==> src/rtl/m_seq_sat_cnt.sv <==
// Saturating up-counter with synchronous clear and increment enable.
// Ports: clk, rst (sync, active-high), clr, inc -> cnt (sticks at all-ones).
module m_seq_sat_cnt #(
    parameter int W = 16
) (
    input  logic         clk,
    input  logic         rst,
    input  logic         clr,
    input  logic         inc,
    output logic [W-1:0] cnt
);

    always_ff @(posedge clk) begin
        if (rst) begin
            cnt <= '0;
        end else if (clr) begin
            // Clear wins over a same-cycle increment.
            cnt <= '0;
        end else if (inc && (cnt != {W{1'b1}})) begin
            cnt <= cnt + 1'b1;
        end
    end

endmodule

==> config.mk <==
export PLATFORM = sky130hd
export DESIGN_NAME = m_seq_sat_cnt
export DESIGN_NICKNAME = d
export VERILOG_FILES = /design/src/rtl/m_seq_sat_cnt.sv
export SDC_FILE = /design/constraint.sdc
export NUM_CORES = 1
export LEC_CHECK = 0
export ABC_AREA = 1
export CAP_MARGIN = 30
export CORE_MARGIN = 5
export CORE_UTILIZATION = 50
export CTS_CLUSTER_DIAMETER = 200
export CTS_CLUSTER_SIZE = 40
export DETAILED_ROUTE_END_ITERATION = 6
export GPL_TIMING_DRIVEN = 1
export PLACE_DENSITY = 0.78
export SLEW_MARGIN = 20
export SYNTH_ARGS = -nofsm -noshare
export SYNTH_HDL_FRONTEND = slang
export SYNTH_SLANG_ARGS = --single-unit
==> constraint.sdc <==
create_clock -name clk -period 4.1 [get_ports clk]
set_input_delay 0.82 -clock clk [delete_from_list [all_inputs] [get_ports clk]]
set_output_delay 0.82 -clock clk [all_outputs]
set_load 0.005 [all_outputs]
==> results.yml, run 1 <==
floorplan:
  die_area_um2: 3010
  pin_count: 20
  start_util_pct: 51.7
  die_w_um: 54.8
  chipHeight_um: 54.8
  rows: 16
  coreArea_um2: 1940
cts:
  cts_num_sinks: 16
  cts_resized: 0
  cts_hold_buf: 0
  cts_buffer_depth: 2
  numCtsBuffers: 3
  h-tree-depth: 1
  clockRootBuffer: "clkbuf_4"
  clock_latency_ns: 0.30
  post_cts_buffers: 0
  path_clk_slew_ns: 0.10
  cts_tree: "built"
logic_synthesis:
  avgSynthCellArea_um2: 6.44
  ys_warn_count: 0
  synth_top_cells_by_area: "dfxtp_1 (32%), nand2_1 (16%), nor2_1 (14%)"
  synth-main-ff-cell: "dfxtp_1"
  yosysSeqAreaShare_pct: 31.9
  synthCells: 156
  synthArstFlopShare_pct: 0
  synth_edf_count: 0
  netlist-cell-type-count: 20
  ys_top_cells_by_count: "nand2_1 (43), nor2_1 (38), dfxtp_1 (16), inv_1 (15), nand3_1 (13)"
  synth_nets: 161
  yosys_register_bits: 16
  yosys.area.top_type_share_pct: 31.9
  synth_top_area_cell: "dfxtp_1"
  synth_area_um2: 1000
  yosysMostFrequentCell: "nand2_1"
worst_setup_path:
  reg2reg_slack_ns: 2.55
  rr_endpoint: "cnt[14]"
  path_class: "reg -> out"
  cp.required_ns: 3.28
  crit_arrival_ns: 1.27
  crit_path_max_fanout: 6
  crit_chain: "clkdlybuf4s50_1"
  reg2reg_depth: 8
  cp-start-kind: "register"
  slowest_delay_ns: 0.54
  rr_startpoint: "cnt[0]"
  end_kind: "output pin"
  path_delay_family: "buffers and inverters"
  cp_slowest_cell: "clkdlybuf4s50_1"
  crit_start: "cnt[12]"
  cp_num_buf_inv: 1
route:
  drtAntennaViolNets: 0
  routed_via_density: 5.02
  avgRoutedWirePerCell_um: 10.7
  drt_pass1_iterations: 4
  post-route-drc-count: 0
  initialDrtViolationCount: 25
  route.vias.total: 1029
  wl_um: 2190
finish:
  largest_registers: "cnt x16"
  num-nets-final: 184
  largest_register_ff_count: 16
  utilization_pct: 64.4
  layout-drive-gt1-share_pct: 12.4
  n_antenna_cell: 0
  area_growth_pct: 24.4
  fin_cells: 205
  regMostFlops: "cnt"
power_and_ir_drop:
  p_per_area_nw_per_um2: 224
  leakagePower_nw: 0.506
  peakVddDrop_uv: 220
  finalPower_uw: 280
min_path:
  holdPathStages: 2
  hp-class: "reg -> reg"
  hp-start: "cnt[1]"
  holdPathEnd: "cnt[1]"
global_route:
  grt_usage_pct: 18.8
  grt_pass1_vias: 995
  grt_overflow: 0
  antenna_found_initial: 0
  grt_pass1_wl_um: 4110
  grt_start_max_net_pins: 17
timing:
  slew_headroom_pct: 75.1
  finClkSkew_ns: 0.00457
  fin_crit_ns: 2.09
  rsz0062_at_grt: "false"
  period_share_pct: 50.9
  tns_ns: 0
  finalHoldViolCount: 0
  timing.hold.ws_ns: 0.534
  worstMarginPinSlew_ns: 0.371
  max_freq_mhz: 479
  setup_viol_count_final: 0
  report.final.slew_viol_count: 0
place:
  dp_cells: 200
  globalplace.congestion: 0.860
  io_buffers: 19
  dp_hpwl_um: 1690
job:
  maxCapViolations: 0
status:
  outcome: "complete, no violations"
-- cells in the final DEF (no fill, tap or decap) --
cell type        synthesis  final
a21oi_1                  7      7
and2_2                   1      1
and3_2                   1      1
buf_4                    0      1
clkbuf_4                 0      3
clkbuf_8                 0      1
clkdlybuf4s50_1          0     19
dfxtp_1                 16     16
ha_1                     1      1
inv_1                   15     15
inv_2                    1      1
nand2_1                 43     43
nand2_2                  1      1
nand2_4                  2      2
nand3_1                 13     13
nand3b_1                 1      1
nand4_1                  1      1
nand4_4                  1      1
nor2_1                  38     38
nor2_2                   5      5
nor2_4                   4      4
nor2_8                   1      1
o21ai_0                  2      2
-- how the worst max path moves through the flow --
| stage | endpoint | slack [ns] | cells past startpoint |
|---|---|---|---|
| 2_1_floorplan | cnt[14] | 2.61 | 7 |
| 3_3_place_gp | cnt[12] | 1.73 | 4 |
| 3_5_place_dp | cnt[12] | 1.67 | 4 |
| 4_1_cts | cnt[12] | 1.98 | 4 |
| 5_1_grt | cnt[2] | 1.94 | 1 |
| 6_report | cnt[12] | 2.01 | 1 |
-- power breakdown --
group / internal [mW] / total, mW / switching, mW
Sequential: 0.156 / 0.157 / 0.00104
Combinational: 0.00771 / 0.0156 / 0.00792
Clock: 0.0542 / 0.107 / 0.0530
Total: 0.218 / 0.280 / 0.0620
-- through the flow --
stage / cell area (um^2) / setup slack [ns]
after floorplan: 1000 / 2.61
after global placement: 1210 / 1.73
after detailed placement: 1210 / 1.67
after CTS: 1240 / 1.98
after global routing: 1250 / 1.94
final: 1250 / 2.01
-- cells by family after synthesis --
logic type	Yosys count	share of synthesized area, %
flops	16	31.9
buf+inv	18	8.22
compound gates	9	4.48
simple gates	112	54.2
fa+ha+maj	1	1.25
-- routing by layer --
metal / vias to the layer above / share of wire [%] / global-route usage (%)
li1: 527 / - / -
met1: 476 / 46 / 21.4
met2: 20 / 48 / 33.3
met3: 6 / 4.4 / 3.54
met4: 0 / 1.8 / 8.71
met5: - / 0 / 0
-- layout make-up --
class,instances,area [um^2]
inverters,16,60.1
flip-flops and latches,16,320
clock buffers,4,36.3
multi-input cells,122,602
well taps,27,33.8
repair buffers,20,198
fillers,184,692
(Power assumes the default switching activity.)
==> run 2, diff against run 1 <==
==> constraint.sdc (replaced) <==
create_clock -name clk -period 1.93 [get_ports clk]
set_input_delay 0.386 -clock clk [delete_from_list [all_inputs] [get_ports clk]]
set_output_delay 0.386 -clock clk [all_outputs]
set_load 0.005 [all_outputs]
==> run 2 against run 1 <==
Compared with the run above: non-clock buffer count stayed put; sequential power is 110% higher; core utilization decreased by 0.71 points; via count decreased by 1.6%; clock power increased by 65%; largest cell class unchanged; worst hold slack got worse by 0.0015 ns.
==> results.yml, run 2 (synthesis gave the netlist of run 1 again) <==
worst_setup_path:
  path_class: "reg -> out"
  slowest_delay_ns: 0.54
  crit_path_max_fanout: 5
  cp.required_ns: 1.54
  path_delay_family: "buffers and inverters"
  end_kind: "output pin"
  cp-start-kind: "register"
  crit_arrival_ns: 1.25
  cp_slowest_cell: "clkdlybuf4s50_1"
  cp_num_buf_inv: 1
  crit_chain: "clkdlybuf4s50_1"
power_and_ir_drop:
  leakagePower_nw: 0.499
  peakVddDrop_uv: 320
  p_per_area_nw_per_um2: 440
global_route:
  gr-usage-met3_pct: 4.63
  antenna_found_initial: 0
  met2_usage_pct: 32.5
  grt-busiest-layer: "met2"
  grt_pass1_vias: 1031
  grt_usage_pct: 18.5
  met1_usage_pct: 20.7
  grt_pass1_wl_um: 4090
  grt_start_max_net_pins: 17
  grt_overflow: 0
floorplan:
  chipHeight_um: 54.8
  start_util_pct: 51.7
  die_area_um2: 3010
  rows: 16
  coreArea_um2: 1940
  die_w_um: 54.8
  pin_count: 20
finish:
  multi_input_area_um2: 602
  layout-drive-gt1-share_pct: 11.9
  regMostFlops: "cnt"
  regArea_um2: 320
  final_common_cell: "nand2_1"
  utilization_pct: 63.7
  largest_register_ff_count: 16
  fillCellCount: 199
  n_antenna_cell: 0
  num-nets-final: 184
  area_growth_pct: 23.0
  largest_registers: "cnt x16"
  final_cell_mix: "nand2_1 (43), nor2_1 (38), clkdlybuf4s50_1 (19)"
timing:
  rsz0062_at_grt: "false"
  finalHoldViolCount: 0
  fin_crit_ns: 1.63
  tns_ns: 0
  slew_headroom_pct: 85.0
  worstMarginPinSlew_ns: 0.225
  max_freq_mhz: 613
  report.final.slew_viol_count: 0
  setup_viol_count_final: 0
  finClkSkew_ns: 0.00792
  period_share_pct: 84.6
route:
  route.vias.total: 1013
  post-route-drc-count: 0
  drtAntennaViolNets: 0
  wl_um: 2180
  initialDrtViolationCount: 19
  drt_pass1_iterations: 4
  avgRoutedWirePerCell_um: 10.7
  routed_via_density: 4.97
cts:
  path_clk_slew_ns: 0.09
  clockRootBuffer: "clkbuf_4"
  post_cts_buffers: 0
  cts_resized: 0
  cts_num_sinks: 16
  clock_latency_ns: 0.29
  cts_buffer_depth: 2
  numCtsBuffers: 3
  h-tree-depth: 1
  cts_hold_buf: 0
  cts_tree: "built"
place:
  io_buffers: 19
  dp_hpwl_um: 1680
  globalplace.congestion: 0.886
status:
  outcome: "complete, no violations"
min_path:
  hp-class: "reg -> reg"
job:
  maxCapViolations: 0
[run 2: changes by cell type in the layout (fill, tap and decap cells not counted)]
cell      change
clkbuf_8      -1
[run 2: cell type report]
type                    instances  share of cell area [%]
multi-input cells             122                    48.7
clock buffers                   3                    1.82
well taps                      27                    2.73
repair buffers                 20                    16.0
flip-flops and latches         16                    25.9
inverters                      16                    4.86
[run 2: path summary, 6_finish.rpt]
path / to / start / depth (start not counted) / slack, ns
setup / recovery: cnt[11] / cnt[11] / 1 / 0.30
hold / removal: cnt[1] / cnt[1] / 2 / 0.53
setup reg to reg: cnt[14] / cnt[0] / 6 / 0.42
hold reg to reg: cnt[1] / cnt[1] / 2 / 0.53
[run 2: routing by layer]
metal / up-vias / wire (um)
met1: 453 / 985
met2: 25 / 1030
li1: 528 / -
met4: 0 / 43
met5: - / 0
met3: 7 / 113
[run 2: stage by stage]
step	hold WS, ns	cells	total power [mW]	instance area, um^2	setup WS, ns
floorplan	0.509	156	0.361	1000	0.550
global placement	0.510	201	0.374	1210	0.213
detailed placement	0.523	201	0.375	1210	0.111
CTS	0.536	204	0.548	1240	0.291
global route	0.577	204	0.571	1240	0.208
finish	0.532	204	0.544	1240	0.298
[run 2: where the power goes]
group | leakage [nW] | internal (mW) | switching (mW)
combinational | 0.356 | 0.0164 | 0.0168
clock | 0.0138 | 0.0725 | 0.104
sequential | 0.129 | 0.332 | 0.00216
